===== config.mk =====
export PLATFORM = sky130hd
export DESIGN_NAME = spi_master
export DESIGN_NICKNAME = d
export VERILOG_FILES = /design/src/rtl/spi_master.sv
export SDC_FILE = /design/constraint.sdc
export NUM_CORES = 1
export LEC_CHECK = 0
export CORE_ASPECT_RATIO = 1.4
export CORE_UTILIZATION = 50
export DETAILED_ROUTE_END_ITERATION = 6
export PLACE_DENSITY = 0.75
export SETUP_SLACK_MARGIN = 0.15
export SLEW_MARGIN = 20
export SYNTH_ARGS = -nofsm -noshare
export SYNTH_HDL_FRONTEND = slang
export SYNTH_SLANG_ARGS = --single-unit

===== constraint.sdc =====
create_clock -name clock -period 2.4 [get_ports clock]
set_input_delay 0.24 -clock clock [delete_from_list [all_inputs] [get_ports clock]]
set_output_delay 0.24 -clock clock [all_outputs]
set_load 0.01 [all_outputs]

===== src/rtl/spi_master.sv =====
`timescale 1ns/1ps
// -----------------------------------------------------------------------------
// spi_master
//   Single-frame SPI master, mode 0 (spi_clk idles low, data sampled on the
//   rising edge, changed on the falling edge). Each transaction is one 16-bit
//   frame {rw, 1'b0, address[5:0], data[7:0]} sent MSB first; for reads the
//   data byte is 8'h00 and the last 8 miso bits become rd_data.
//
//   Sequence: IDLE -> SETUP -> SHIFT -> HOLD -> GAP -> IDLE
//   With start accepted at the end of cycle 0, cs_n falls in cycle 1 and done
//   pulses (with cs_n rising) in cycle 1 + 34*CLK_DIV.
//
// Parameters
//   CLK_DIV  spi_clk half-period in clock cycles (2..255)
//
// Ports
//   clock    main clock, rising-edge
//   reset_n  asynchronous active-low reset
//   start    transaction request, only looked at in IDLE
//   rw       1 = read, 0 = write (captured at accept)
//   address  6-bit register address (captured at accept)
//   wr_data  write data (captured at accept)
//   busy     high from the cycle after accept through the end of GAP
//   done     one-cycle completion pulse
//   rd_data  result of the most recent read
//   spi_clk  SPI clock
//   cs_n     active-low chip select
//   mosi     master out / slave in
//   miso     master in / slave out
// -----------------------------------------------------------------------------
module spi_master #(
   parameter int CLK_DIV = 4
) (
   input  logic       clock,
   input  logic       reset_n,
   input  logic       start,
   input  logic       rw,
   input  logic [5:0] address,
   input  logic [7:0] wr_data,
   output logic       busy,
   output logic       done,
   output logic [7:0] rd_data,
   output logic       spi_clk,
   output logic       cs_n,
   output logic       mosi,
   input  logic       miso
);

   localparam logic [7:0] HALF_LAST  = 8'(CLK_DIV - 1);
   localparam logic [4:0] FRAME_BITS = 5'd16;

   typedef enum logic [2:0] {
      IDLE,
      SETUP,
      SHIFT,
      HOLD,
      GAP
   } state_t;

   state_t      state, state_nxt;
   logic [7:0]  half_cnt, half_cnt_nxt;
   logic [4:0]  bit_cnt, bit_cnt_nxt;
   logic [15:0] tx_sr, tx_sr_nxt;
   logic [7:0]  rx_sr, rx_sr_nxt;
   logic        rw_q, rw_q_nxt;
   logic        busy_nxt, done_nxt, spi_clk_nxt, cs_n_nxt, mosi_nxt;
   logic [7:0]  rd_data_nxt;
   logic        half_end;
   logic [4:0]  bit_cnt_inc;

   function automatic logic [15:0] build_frame(input logic       r,
                                               input logic [5:0] a,
                                               input logic [7:0] d);
      return {r, 1'b0, a, (r ? 8'h00 : d)};
   endfunction

   // Next-state and next-output logic. Every output is registered, so the
   // pins come straight from flops.
   always_comb begin
      state_nxt    = state;
      half_cnt_nxt = half_cnt;
      bit_cnt_nxt  = bit_cnt;
      tx_sr_nxt    = tx_sr;
      rx_sr_nxt    = rx_sr;
      rw_q_nxt     = rw_q;
      busy_nxt     = busy;
      done_nxt     = 1'b0;
      spi_clk_nxt  = spi_clk;
      cs_n_nxt     = cs_n;
      mosi_nxt     = mosi;
      rd_data_nxt  = rd_data;
      half_end     = (half_cnt == HALF_LAST);
      bit_cnt_inc  = bit_cnt + 5'd1;

      case (state)
         IDLE: begin
            if (start) begin
               state_nxt    = SETUP;
               rw_q_nxt     = rw;
               tx_sr_nxt    = build_frame(rw, address, wr_data);
               mosi_nxt     = rw;          // frame bit 15 is the rw flag
               cs_n_nxt     = 1'b0;
               busy_nxt     = 1'b1;
               spi_clk_nxt  = 1'b0;
               half_cnt_nxt = 8'd0;
               bit_cnt_nxt  = 5'd0;
            end
         end

         SETUP: begin
            if (half_end) begin
               state_nxt    = SHIFT;
               half_cnt_nxt = 8'd0;
               spi_clk_nxt  = 1'b1;
               rx_sr_nxt    = {rx_sr[6:0], miso};
            end else begin
               half_cnt_nxt = half_cnt + 8'd1;
            end
         end

         SHIFT: begin
            if (!half_end) begin
               half_cnt_nxt = half_cnt + 8'd1;
            end else begin
               half_cnt_nxt = 8'd0;
               if (spi_clk) begin
                  // Falling edge: count the bit, advance mosi unless it was the last one.
                  spi_clk_nxt = 1'b0;
                  bit_cnt_nxt = bit_cnt_inc;
                  if (bit_cnt_inc != FRAME_BITS) begin
                     mosi_nxt  = tx_sr[14];
                     tx_sr_nxt = {tx_sr[14:0], 1'b0};
                  end
               end else if (bit_cnt == FRAME_BITS) begin
                  // Low half of the 16th period is over.
                  state_nxt = HOLD;
               end else begin
                  spi_clk_nxt = 1'b1;
                  rx_sr_nxt   = {rx_sr[6:0], miso};
               end
            end
         end

         HOLD: begin
            if (half_end) begin
               state_nxt    = GAP;
               half_cnt_nxt = 8'd0;
               cs_n_nxt     = 1'b1;
               done_nxt     = 1'b1;
               if (rw_q) begin
                  rd_data_nxt = rx_sr;
               end
            end else begin
               half_cnt_nxt = half_cnt + 8'd1;
            end
         end

         GAP: begin
            if (half_end) begin
               state_nxt    = IDLE;
               half_cnt_nxt = 8'd0;
               bit_cnt_nxt  = 5'd0;
               busy_nxt     = 1'b0;
            end else begin
               half_cnt_nxt = half_cnt + 8'd1;
            end
         end

         default: begin
            state_nxt = IDLE;
         end
      endcase
   end

   // State and output registers; reset aborts any frame in flight.
   always_ff @(posedge clock or negedge reset_n) begin
      if (!reset_n) begin
         state    <= IDLE;
         half_cnt <= 8'd0;
         bit_cnt  <= 5'd0;
         tx_sr    <= 16'h0000;
         rx_sr    <= 8'h00;
         rw_q     <= 1'b0;
         busy     <= 1'b0;
         done     <= 1'b0;
         spi_clk  <= 1'b0;
         cs_n     <= 1'b1;
         mosi     <= 1'b0;
         rd_data  <= 8'h00;
      end else begin
         state    <= state_nxt;
         half_cnt <= half_cnt_nxt;
         bit_cnt  <= bit_cnt_nxt;
         tx_sr    <= tx_sr_nxt;
         rx_sr    <= rx_sr_nxt;
         rw_q     <= rw_q_nxt;
         busy     <= busy_nxt;
         done     <= done_nxt;
         spi_clk  <= spi_clk_nxt;
         cs_n     <= cs_n_nxt;
         mosi     <= mosi_nxt;
         rd_data  <= rd_data_nxt;
      end
   end

endmodule


After elaboration in Yosys (flattened, before gate mapping)
Index checks and enable logic that the tools add are counted.

Bits in registers: 53. Input port bits: 19. Output and inout port bits: 13. Logic and storage cells: 94.

Add/sub/neg operators: 2. Eq/ne operators: 17. Multiplexer cells: 44. Reduce and logical (&&, ||, !) cells: 19.

Operators by type and width (number): $mux 15 (4); $mux 8 (7); $pmux 8 s2 (2); $pmux 15 s2 (1); $mux 3 (7); $mux 5 (4); $ne 2x2->1 const B (10); $pmux 3 s5 (1); $pmux 5 s3 (1); $reduce_and 5->1 (3); $mux 1 (13); $reduce_bool 2->1 (5); $reduce_and 3->1 (3); $add 8x1->8 const B (1); $eq 8x2->1 const B (1); $reduce_and 7->1 (1); $eq 3x2->1 const B (2); $pmux 1 s2 (3); $reduce_bool 3->1 (2); $add 5x1->5 const B (1); $eq 5x5->1 const B (1); $ne 5x5->1 const B (1); $reduce_and 2->1 (2); $reduce_and 4->1 (1); other kinds (5) (5).

Depth between registers and ports, before layout
Depth in word-level cells: 6. Depth in mapped cells: 7. Mapped depth without buffers: 6.

Worst setup path before layout
Ideal clock, no wire load.

Kind: reg-to-reg. Start point: register half_cnt[0]. End point: register mosi. Setup time: 0.128 ns. Data arrival time: 1.931 ns. Data required time: 2.272 ns. Setup slack: 0.342 ns. Stages on the path, launching flop included: 7. Buffers on the path: 1. Period minus slack after synthesis: 2.058 ns. Path through: dfrtp_1 -> ha_1 -> nor4b_4 -> nand4_2 -> a2bb2oi_4 -> buf_6 -> mux2_1.

Word-level cells in the longest chain between the ends: 3.

Ends and longest elaborated chain: from (decl) (line 61) `logic [7:0] half_cnt, half_cnt_nxt;`; from (signal assigned) (line 192) `half_cnt <= half_cnt_nxt;`; $eq 8x2->1 (line 92) `half_end = (half_cnt == HALF_LAST);`; $ne 2x2->1 (no source line); $reduce_and 5->1 (no source line); to (signal assigned) (line 201) `mosi <= mosi_nxt;`; to (decl) (line 45) `output logic mosi,`.

Every way passes these cells. A chain may end at the register's enable or synchronous reset.

Worst setup path in the final report
Start point: register half_cnt[1]. End point: register rx_sr[5].

Word-level cells in the longest chain between the ends: 3. Elaborated cells between the ends (all ways): 4. Classes of those cells: eq/ne (3); reduce/logical (1).

Ends and longest elaborated chain: $eq 8x2->1 (*) (line 92); $ne 2x2->1 (no source line); $reduce_and 5->1 (no source line) (*); to (signal assigned) (line 195) `rx_sr <= rx_sr_nxt;`; to (decl) (line 64) `logic [7:0] rx_sr, rx_sr_nxt;`.

Every way passes the cells marked *; elsewhere a longest branch is shown, timed or not.

==> results.json <==
{
  "status": "completed",
  "use_met2_pct": 30.6,
  "p_total_mw": 1.49,
  "die_w_um": 65.1,
  "fin_cells": 353,
  "r2r_start": "half_cnt[1]",
  "cts_max_level": 2,
  "cts_buffers": 5,
  "ios": 32,
  "diodes": 0,
  "cts_tree": "done",
  "drive_above_1_share_pct": 23.7,
  "r2r_cells": 6,
  "ys.flop_type": "dfrtp_1",
  "arrival_ns": 2.34,
  "grt_use_total_pct": 18.6,
  "dp_hpwl_um": 3720,
  "drt_iter0_drc": 63,
  "fillers": 451,
  "fin_crit_ns": 2.14,
  "ant_nets": 0,
  "dp_cells": 340,
  "path_cells": "ha_1 -> nor4b_4 -> nand2_2 -> a211oi_4 -> buf_12 -> mux2_2",
  "antenna_found_initial": 0,
  "p_leak_nw": 1.48,
  "core_area_um2": 5280,
  "synthTopCellsByArea": "dfrtp_1, mux2_2, mux2i_1",
  "grt_pass1_wl_um": 8600,
  "yosysSeqAreaShare_pct": 47.7,
  "grt_pass1_vias": 1919,
  "startpoint_type": "flop",
  "synthDominantCellAreaShare_pct": 46.7,
  "setup_violations": 0,
  "drt-wirelength-per-cell_um": 14.7,
  "placed_cell_area_um2": 3190,
  "final_area_um2": 3350,
  "route.final.wire_length_um": 5200,
  "crit_fanout": 8,
  "gr-total-overflow": 0,
  "rsz0062_at_grt": "false",
  "worst_pin_slew_ns": 0.576,
  "grt_use_met1_pct": 24.7,
  "synth_edf_count": 0,
  "synth_area_per_cell_um2": 11.4,
  "clock_tree.root_cell": "clkbuf_8",
  "hold_violations": 0,
  "fin_crit_sh_pct": 89.1,
  "crit_required_ns": 2.60,
  "grt_start_max_net_pins": 32,
  "worstSkewPairLatency_ns": 0.30,
  "synth-async-reset-ratio_pct": 100,
  "r2r_end": "rx_sr[5]",
  "clock_skew_ns": 0.0101,
  "ys_ff_latch": 53,
  "die_y_um": 90.3,
  "initial_core_util_pct": 52.8,
  "cts_max_path_buffers": 2,
  "vias": 1966,
  "synth_cells": 245,
  "grt_use_met3_pct": 3.54,
  "drcViolationCount": 0,
  "cts.sinks": 53,
  "crit_type": "flop to flop",
  "port_buffers": 31,
  "setup-tns-final_ns": 0,
  "reg2reg_setup_slack_ns": 0.26,
  "path_clk_slew_ns": 0.11,
  "syn_nets": 267,
  "yosys_warnings": 0,
  "timing.hold.ws_ns": 0.438,
  "endpoint_kind": "flop",
  "routabilityCongestion": 0.853,
  "layout.nets": 308,
  "critPathSlowestCell": "dfrtp_1",
  "dr.pass1.iters": 4,
  "area_growth_pct": 20.4,
  "slew_headroom_pct": 61.2,
  "cp_slowest_stage_delay_ns": 0.41,
  "ir_worst_vdd_uv": 371,
  "fmaxAchievable_ghz": 0.468,
  "drv_cap": 0,
  "via_per_inst": 5.57,
  "rows": 31,
  "power_density_nw_per_um2": 445,
  "dieArea_um2": 5870,
  "grt-busiest-layer": "met2",
  "synth_area_um2": 2780,
  "synth_top_area_cell": "dfrtp_1",
  "hold_class": "input port to asynchronous set/reset pin",
  "slew_viol_final": 0,
  "synth_cell_types": 54
}
stage by stage:
stage               setup WS (ns)  utilization, %
global placement            0.246            60.5
floorplan                   0.342               -
detailed placement          0.178            60.5
global route                0.166            63.5
CTS                         0.152            62.5
finish                      0.262            63.5
final cells by class:
class | count | area [um^2] | share of cell area [%]
multi-input cells | 166 | 1350 | 40.2
flip-flops and latches | 53 | 1330 | 39.6
repair buffers | 46 | 445 | 13.3
well taps | 66 | 82.6 | 2.46
clock buffers | 5 | 68.8 | 2.05
inverters | 14 | 52.6 | 1.57
clock inverters | 3 | 28.8 | 0.859
sequential cells by signal, indices dropped and copies added (netlist names), 3 cells and up:
signal / flops
bit_cnt: 5
rd_data: 8
tx_sr: 15
state: 3
half_cnt: 8
rx_sr: 8
Yosys cell counts (all sizes together), types with 3 or more instances:
master / number
dfrtp: 52
mux2: 33
nor2: 16
a21oi: 14
inv: 14
mux2i: 11
nand3: 11
nor3b: 11
nand2: 9
clkbuf: 7
buf: 5
nand4: 5
nor2b: 5
o21ai: 5
xor2: 5
ha: 3
nand3b: 3
or3: 3
timing repair:
item                       4_1_cts  5_1_grt
resized for setup                0        1
hold buffers                     1        0
buffers inserted                 0        4
setup endpoints to repair        0       22
hold endpoints to repair        52        0
cells in the final DEF (no fill, tap or decap), types with 2 or more instances in the layout:
cell,Yosys,routed
nand3_1,10,10
nor2b_1,5,5
xor2_1,5,5
inv_1,14,14
clkbuf_8,0,5
ha_1,3,3
or3_1,3,3
a21oi_1,14,14
buf_12,0,2
mux2i_1,11,11
nand4_1,4,4
and2_1,1,2
mux2_1,2,2
dfrtp_1,52,52
nand3b_1,3,3
buf_4,0,12
mux2_2,31,31
xnor2_1,2,2
o31a_1,2,2
nand2_1,8,8
o211ai_1,2,2
nor2_1,16,16
nor3b_1,10,10
o21ai_0,5,5
clkdlybuf4s50_1,0,30
worst max path at each step:
stage | start | end | depth (start not counted)
floorplan | half_cnt[0] | mosi | 6
global placement | half_cnt[0] | rx_sr[0] | 5
detailed placement | half_cnt[0] | tx_sr[4] | 6
CTS | half_cnt[0] | tx_sr[4] | 6
finish | half_cnt[1] | rx_sr[5] | 6
global route | half_cnt[1] | rx_sr[2] | 6
cell families after synthesis:
family / Yosys count / synth area share [%]
fa+ha+maj: 3 / 1.35
xor+xnor: 7 / 2.20
flops: 53 / 47.7
simple gates: 75 / 16.9
buf+inv: 26 / 3.96
compound gates: 36 / 9.75
mux: 45 / 18.1
worst max-delay path: cells and delay by family (launching register included):
kind            cells  cell delay, ns
mux                 1            0.32
flops               1            0.41
compound gates      1            0.31
buf+inv             1            0.16
simple gates        2            0.59
fa+ha+maj           1            0.24
layer usage:
layer  routed length (um)  vias up
met3                  177        4
met2                 2740       33
met5                    0        -
li1                     -      953
met1                 2250      976
met4                   42        0
power by group:
group	switching [mW]	total (mW)	internal [mW]	leakage [nW]
sequential	0	0.892	0.892	0.639
combinational	0.0290	0.0669	0.0379	0.786
clock	0.314	0.532	0.219	0.0506
total	0.343	1.49	1.15	1.48
(Power assumes the default switching activity.)
